[config.mk]
export PLATFORM = sky130hd
export DESIGN_NAME = udi_thr_evt
export DESIGN_NICKNAME = d
export VERILOG_FILES = /design/src/rtl/udi_thr_evt.sv
export SDC_FILE = /design/constraint.sdc
export NUM_CORES = 1
export LEC_CHECK = 0
export CAP_MARGIN = 25
export CORE_UTILIZATION = 56
export DETAILED_ROUTE_END_ITERATION = 10
export PLACE_DENSITY_LB_ADDON = 0.05
export SETUP_SLACK_MARGIN = 0.15
export SLEW_MARGIN = 20
export SYNTH_ARGS = -nofsm -noshare
export SYNTH_HDL_FRONTEND = slang
export SYNTH_SLANG_ARGS = --single-unit
export TNS_END_PERCENT = 50
[constraint.sdc]
create_clock -name gclk -period 4.65 [get_ports gclk]
set_input_delay 0.93 -clock gclk [delete_from_list [all_inputs] [get_ports gclk]]
set_output_delay 0.93 -clock gclk [all_outputs]
set_load 0.05 [all_outputs]
[src/rtl/udi_thr_evt.sv]
// UDI threshold event detector: counts consecutive above-threshold compare results
// and raises a level event request, with acknowledge and a configurable hold-off.
module udi_thr_evt #(
    parameter int CNT_W  = 8,
    parameter int TOT_W  = 16,
    parameter int HOLD_W = 8
) (
    input  logic              gclk,
    input  logic              greset_n,
    input  logic              res_valid_m,
    input  logic              res_cmp_m,
    input  logic              kill_m,
    input  logic              cfg_wr,
    input  logic [CNT_W-1:0]  cfg_trig,
    input  logic [HOLD_W-1:0] cfg_hold,
    input  logic              evt_ack,
    output logic              evt_irq,
    output logic [CNT_W-1:0]  evt_run,
    output logic [TOT_W-1:0]  evt_total,
    output logic [1:0]        evt_state
);

    typedef enum logic [1:0] {
        IDLE  = 2'b00,
        ARMED = 2'b01,
        FIRED = 2'b10,
        HOLD  = 2'b11
    } state_t;

    state_t            state, state_nxt;
    logic [CNT_W-1:0]  trig_r, trig_nxt, trig_eff, run_nxt;
    logic [HOLD_W-1:0] hold_r, hold_nxt, hold_cnt, hold_cnt_nxt;
    logic [TOT_W-1:0]  total_nxt;
    logic              irq_nxt;
    logic              smp_acc;

    function automatic logic [CNT_W-1:0] sat_inc_cnt(input logic [CNT_W-1:0] v);
        return (&v) ? v : v + CNT_W'(1);
    endfunction

    function automatic logic [TOT_W-1:0] sat_inc_tot(input logic [TOT_W-1:0] v);
        return (&v) ? v : v + TOT_W'(1);
    endfunction

    assign smp_acc   = res_valid_m & ~kill_m;
    assign trig_eff  = (trig_r == '0) ? CNT_W'(1) : trig_r;
    assign evt_state = state;

    always_comb begin
        state_nxt    = state;
        trig_nxt     = trig_r;
        hold_nxt     = hold_r;
        hold_cnt_nxt = hold_cnt;
        run_nxt      = evt_run;
        total_nxt    = evt_total;
        irq_nxt      = evt_irq;
        if (cfg_wr) begin
            // configuration wins over acknowledge and drops any coincident sample
            trig_nxt     = cfg_trig;
            hold_nxt     = cfg_hold;
            run_nxt      = '0;
            hold_cnt_nxt = '0;
            irq_nxt      = 1'b0;
            state_nxt    = ARMED;
        end else begin
            case (state)
                ARMED: begin
                    // run reached the trigger on the previous edge: fire now
                    if (evt_run == trig_eff) begin
                        state_nxt = FIRED;
                        irq_nxt   = 1'b1;
                        run_nxt   = '0;
                        total_nxt = sat_inc_tot(evt_total);
                    end else if (smp_acc) begin
                        run_nxt = res_cmp_m ? sat_inc_cnt(evt_run) : '0;
                    end
                end
                FIRED: begin
                    if (evt_ack) begin
                        irq_nxt = 1'b0;
                        if (hold_r == '0) begin
                            state_nxt = ARMED;
                        end else begin
                            state_nxt    = HOLD;
                            hold_cnt_nxt = hold_r;
                        end
                    end
                end
                HOLD: begin
                    hold_cnt_nxt = (hold_cnt == '0) ? '0 : hold_cnt - HOLD_W'(1);
                    if (hold_cnt <= HOLD_W'(1)) begin
                        state_nxt = ARMED;
                    end
                end
                default: state_nxt = IDLE;
            endcase
        end
    end

    always_ff @(posedge gclk) begin
        if (!greset_n) begin
            state     <= IDLE;
            trig_r    <= CNT_W'(1);
            hold_r    <= '0;
            hold_cnt  <= '0;
            evt_run   <= '0;
            evt_total <= '0;
            evt_irq   <= 1'b0;
        end else begin
            state     <= state_nxt;
            trig_r    <= trig_nxt;
            hold_r    <= hold_nxt;
            hold_cnt  <= hold_cnt_nxt;
            evt_run   <= run_nxt;
            evt_total <= total_nxt;
            evt_irq   <= irq_nxt;
        end
    end

endmodule
==> results of run 1 <==
==> final cells by class <==
cell class / instances / area (µm²) / share of cell area
clock buffer: 7 / 76.3 / 0.0231
sequential: 51 / 1020 / 0.309
timing repair buffer: 51 / 505 / 0.153
multi-input combinational: 246 / 1600 / 0.485
inverter: 8 / 30.0 / 0.00908
clock inverter: 1 / 5.00 / 0.00151
tap: 52 / 65.1 / 0.0197
==> flip-flops by register name, indices dropped and copies added, names as in the netlist <==
signal     count
trig_r         8
evt_total     16
evt_irq        1
evt_run        8
hold_r         8
evt_state      2
hold_cnt       8
==> cell families (layout without fill, tap and decap cells) <==
group | Yosys count | after routing | synth area share
multiplexers | 25 | 25 | 0.0924
adder cells (fa/ha/maj) | 5 | 5 | 0.0231
buffers and inverters | 21 | 67 | 0.0305
flip-flops | 51 | 51 | 0.377
AO/OA/AOI/OAI | 58 | 58 | 0.146
AND/OR/NAND/NOR | 143 | 143 | 0.282
XOR/XNOR | 15 | 15 | 0.0485
==> path summary, 6_finish.rpt <==
path,end,slack [ps],depth (start not counted)
worst max-delay path,evt_state[0],1750,1
worst min-delay path,evt_total[9]$_SDFFE_PN0P_,490,2
worst max register to register,evt_total[6]$_SDFFE_PN0P_,2310,5
worst min register to register,evt_total[9]$_SDFFE_PN0P_,490,2
==> layout by cell type (no fill, tap or decap), types with 3 or more instances in the layout <==
master and n:
and3_1 3, mux2i_1 25, nand4_1 11, inv_1 7, dfxtp_1 51, nor2_1 36, nand2_1 28, nor4_1 10
o31ai_1 7, clkdlybuf4s50_1 49, nand2b_1 11, ha_1 5, or4_1 6, a21oi_1 21, nand3_1 14, clkbuf_8 5
nor3_1 9, xor2_1 13, o21ai_0 8
==> power by group through the flow <==
stage / sequential [µW] / clock [µW] / combinational (µW)
after floorplan: 466 / 0 / 58.7
after global placement: 468 / 0 / 93.2
after detailed placement: 467 / 0 / 95.6
after CTS: 457 / 253 / 96.1
after global routing: 459 / 268 / 104
final: 458 / 249 / 96.7
==> cells in the mapped netlist (all sizes together) (7+ instances only) <==
cell type   n
inv         8
mux2i      25
nor3        9
nand4      12
clkbuf      9
nor4       11
nand2b     11
xor2       13
o31ai       7
dfxtp      51
o21ai      10
nand3      14
nor2       36
a21oi      21
nand2      29
==> routing by layer <==
layer | GRT usage | up-vias | part of all wire
met5 | 0 | - | 0
met4 | 0.0959 | 0 | 0.014
met3 | 0.0436 | 9 | 0.051
met2 | 0.416 | 90 | 0.46
met1 | 0.349 | 1201 | 0.47
li1 | - | 1263 | -
==> per-stage QoR <==
step	total power (µW)	util	instances	cell area [µm²]	hold slack, ps
2_1_floorplan	525	-	318	2710	453
3_3_place_gp	561	0.716	408	3230	472
3_5_place_dp	563	0.716	408	3230	471
4_1_cts	807	0.734	416	3310	489
5_1_grt	832	0.734	416	3310	514
6_report	804	0.734	416	3310	491
==> impl_metrics.ini, run 1 <==
[status]
status = completed

[placement]
dp_slack_ps = 1780
numPortBuffers = 49
dp_hpwl_um = 4480
globalplace.congestion = 0.855

[sta]
tightest_slew_ps = 826
fmax_mhz = 344
fin_ws_ps = 1750
hold_violations = 0
setup_violations = 0
finalCriticalPeriod_ps = 2900
final-max-slew-violation-count = 0
post-route-period-util = 0.624
slew_headroom = 0.447
rsz0062_at_grt = false
tns_ps = 0
clock_skew_ps = 7.75

[floorplanning]
start_util = 0.601
die_w_um = 71.5
core_area_mm2 = 0.00450
io_pins = 50
rows = 24
dieArea_mm2 = 0.00512
die_height_um = 71.5

[clock_network]
cts_setup_buffers = 0
cts_tree = yes
hold_buffers = 0
cts.sinks = 51
cts_buffers = 5
clockBufferDepth = 2
clk_pin_slew_worst_paths_ps = 90
cts.repair.resized = 0
worstSkewPairLatency_ps = 310
cts-root-buf = clkbuf_8
cts_max_level = 2

[yosys]
avgSynthCellArea_um2 = 8.51
synthCells = 318
synth_top_area_cell = dfxtp_1
yosys.area.top_type_share = 0.377
async_reset_ff_frac = 0
synth_edf_count = 0
synth_nets = 346
yosys_register_bits = 51
postSynth.topFlopCell = dfxtp_1
synth_cell_types = 49
ys_top_cells_by_area = dfxtp_1 (38%), mux2i_1 (9.2%), nor2_1 (5.0%)
ys_seq_area_frac = 0.377
synth_warnings = 0
syn-cell-area_mm2 = 0.00271

[setup_path]
crit_path_start_kind = flip-flop
cp_max_fo = 16
critPathArrivalTime_ps = 1970
worst-path-buf-inv = 1
endpoint_kind = output port
critical_path_class = reg2out
cp.required_ps = 3720
crit_path_start = evt_state[0]$_SDFFE_PN0P_
cp_slowest_cell = clkdlybuf4s50_1
timing.rr.start = evt_run[0]$_SDFFE_PP0P_
critPathTopFamily = buffers and inverters
slowest_delay_ps = 930
crit_chain = clkdlybuf4s50_1

[final_layout]
drive_gt1_frac = 0.0467
fin_nets = 391
num_antenna_cells = 0
syn2layout_area_growth_pct = 22.1
nFillCells = 379

[min_path]
min_from = evt_total[9]$_SDFFE_PN0P_
hp-class = reg2reg

[power_and_ir_drop]
switching_share = 0.260
power_frac_comb = 0.120
pwr-share-seq = 0.570
vdd_drop_max_mv = 0.210
power.density_mw_per_mm2 = 243
clkPwrFrac = 0.310
p_switching_uw = 209
power_leakage_uw = 0.00119
internal-power_uw = 594

[global_routing]
antenna_found_initial = 0
grt-ovfl-total = 0
grt_max_degree = 27
first_global_vias = 2280
grt_pass1_wl_um = 10500
grt_use_total = 0.258

[drt]
drc = 0
initialDrtViolationCount = 150
avgRoutedWirePerCell_um = 15.2
wl_um = 6340
vias = 2563
antenna_left = 0
via_per_inst = 6.16
dr.pass1.iters = 5

[run]
drv_cap = 0
No activity file was read; power rests on OpenSTA's default activity.
==> run 2, diff against run 1 <==
Settings changed: CORE_UTILIZATION 56 to 52.
Clock period 4.65 ns to 2.9 ns, I/O delays scaled along.
==> run 2 against run 1 <==
Flip-flop and latch count is the same. Hold slack gained 7.1 ps. Clock skew grew 3.6 ps. Register-to-register slack lost 1700 ps. First-iteration DRC count grew 25%. Core utilization shrank 4.3 points. Combinational power grew 65%. Global-route usage shrank 0.76 points. Cell count grew 4.1%. Critical endpoint is now evt_state[1]. Largest cell class unchanged.
==> impl_metrics.ini, run 2 (synthesis results as in run 1) <==
[drt]
dr.pass1.iters = 4
drc = 0
via_per_inst = 5.88
initialDrtViolationCount = 188
wl_um = 6580
vias = 2548
avgRoutedWirePerCell_um = 15.2
antenna_left = 0

[final_layout]
largest_reg_flops = 16
final_cell_mix = dfxtp_1 (51), clkdlybuf4s50_1 (49), nor2_1 (36), nand2_1 (28), mux2i_1 (25)
final_common_cell = dfxtp_1
largest-register = evt_total
fin_nets = 393
drive_gt1_frac = 0.0574
syn2layout_area_growth_pct = 24.5
fin_area_mm2 = 0.00337
num_antenna_cells = 0

[setup_path]
cp_slowest_cell = clkdlybuf4s50_1
critPathTopFamily = buffers and inverters
slowest_delay_ps = 900
critical_path_class = reg2out
timing.rr.start = trig_r[5]$_SDFFE_PN0P_
r2r_setup_slack_ps = 610
crit_path_start_kind = flip-flop
endpoint_kind = output port
crit_chain = clkdlybuf4s50_1
cp.required_ps = 2320
r2r-end = evt_total[10]$_SDFFE_PN0P_
path_depth = 1
critPathArrivalTime_ps = 1830
worst-path-buf-inv = 1
cp_max_fo = 14
r2r_cells = 5

[global_routing]
antenna_found_initial = 0
grt_use_total = 0.250
grt_pass1_wl_um = 10600
grt_max_degree = 26
grt-ovfl-total = 0
first_global_vias = 2196

[power_and_ir_drop]
power_leakage_uw = 0.00122
pwr-share-seq = 0.527
vdd_drop_max_mv = 0.380
clkPwrFrac = 0.358
internal-power_uw = 1040
p_switching_uw = 344
switching_share = 0.248
power.density_mw_per_mm2 = 411
power_frac_comb = 0.115

[sta]
final-max-slew-violation-count = 0
whs_ps = 498
fin_ws_ps = 489
rsz0062_at_grt = false
slew_headroom = 0.538
hold_violations = 0
finalCriticalPeriod_ps = 2410
clock_skew_ps = 11.3
setup_violations = 0
tns_ps = 0
fmax_mhz = 415
post-route-period-util = 0.831
tightest_slew_ps = 689

[min_path]
holdPathStages = 2
hold-path-endpoint = evt_total[9]$_SDFFE_PN0P_
hp-class = reg2reg
min_from = evt_total[9]$_SDFFE_PN0P_

[clock_network]
cts_buffers = 5
cts_tree = yes
cts.sinks = 51
worstSkewPairLatency_ps = 310
cts_setup_buffers = 0
clk_pin_slew_worst_paths_ps = 90
cts.repair.resized = 0
hold_buffers = 0
cts-root-buf = clkbuf_8
clockBufferDepth = 2
cts_max_level = 2

[floorplanning]
dieArea_mm2 = 0.00550
io_pins = 50
rows = 25
start_util = 0.555
die_height_um = 74.2
core_area_mm2 = 0.00488
die_w_um = 74.2

[placement]
post_dp_cell_area_mm2 = 0.00326
numPortBuffers = 49
dp_hpwl_um = 4800
dp_slack_ps = 579
globalplace.congestion = 0.898

[run]
drv_cap = 0

[status]
status = completed
run 2: cell count changes in the layout (fill, tap and decap cells not counted):
| cell | previous run | this run |
|---|---|---|
| clkbuf_1 | 2 | 0 |
| buf_4 | 2 | 4 |
| clkinv_4 | 0 | 1 |
| bufinv_16 | 0 | 1 |
run 2: final cells by class:
class                           instances  area, µm²
Inverter                                8       30.0
Tap cell                               67       83.8
Clock inverter                          3       43.8
Multi-Input combinational cell        246       1600
Timing Repair Buffer                   53        520
Clock buffer                            5       68.8
Sequential cell                        51       1020
Fill cell                             417       1510
run 2: worst max-delay path by stage:
stage | start | end | slack [ps]
after floorplan | evt_run[1]$_SDFFE_PP0P_ | evt_total[11]$_SDFFE_PN0P_ | 640
after global placement | kill_m | evt_run[4]$_SDFFE_PP0P_ | 630
after detailed placement | kill_m | evt_run[7]$_SDFFE_PP0P_ | 580
after CTS | evt_state[1]$_SDFFE_PP0P_ | evt_state[1] | 490
after global routing | evt_state[1]$_SDFFE_PP0P_ | evt_state[1] | 410
final | evt_state[1]$_SDFFE_PP0P_ | evt_state[1] | 490
run 2: worst reg2reg max path, delay by kind of cell, from the launching register on:
kind             cells  cell delay [ps]
AND/OR/NAND/NOR      3             1470
flip-flops           1              350
AO/OA/AOI/OAI        2              400
run 2: per-layer routing:
metal  GRT usage  vias up  routed length (µm)
li1            -     1261                   -
met5           0        -                   0
met4      0.0812        0                 118
met3      0.0515       13                 321
met2       0.381       86                3100
met1       0.354     1188                3040
run 2: metrics by stage:
| stage | total power, µW | instances | util |
|---|---|---|---|
| floorplan | 842 | 318 | - |
| global placement | 901 | 425 | 0.668 |
| detailed placement | 905 | 425 | 0.668 |
| CTS | 1390 | 433 | 0.691 |
| global route | 1440 | 433 | 0.691 |
| finish | 1390 | 433 | 0.691 |
run 2: power groups by stage:
stage	Combinational (µW)	Clock (µW)	Sequential, µW
2_1_floorplan	94.2	0	748
6_report	160	497	731
5_1_grt	172	532	733
3_3_place_gp	154	0	747
3_5_place_dp	158	0	747
4_1_cts	159	504	730
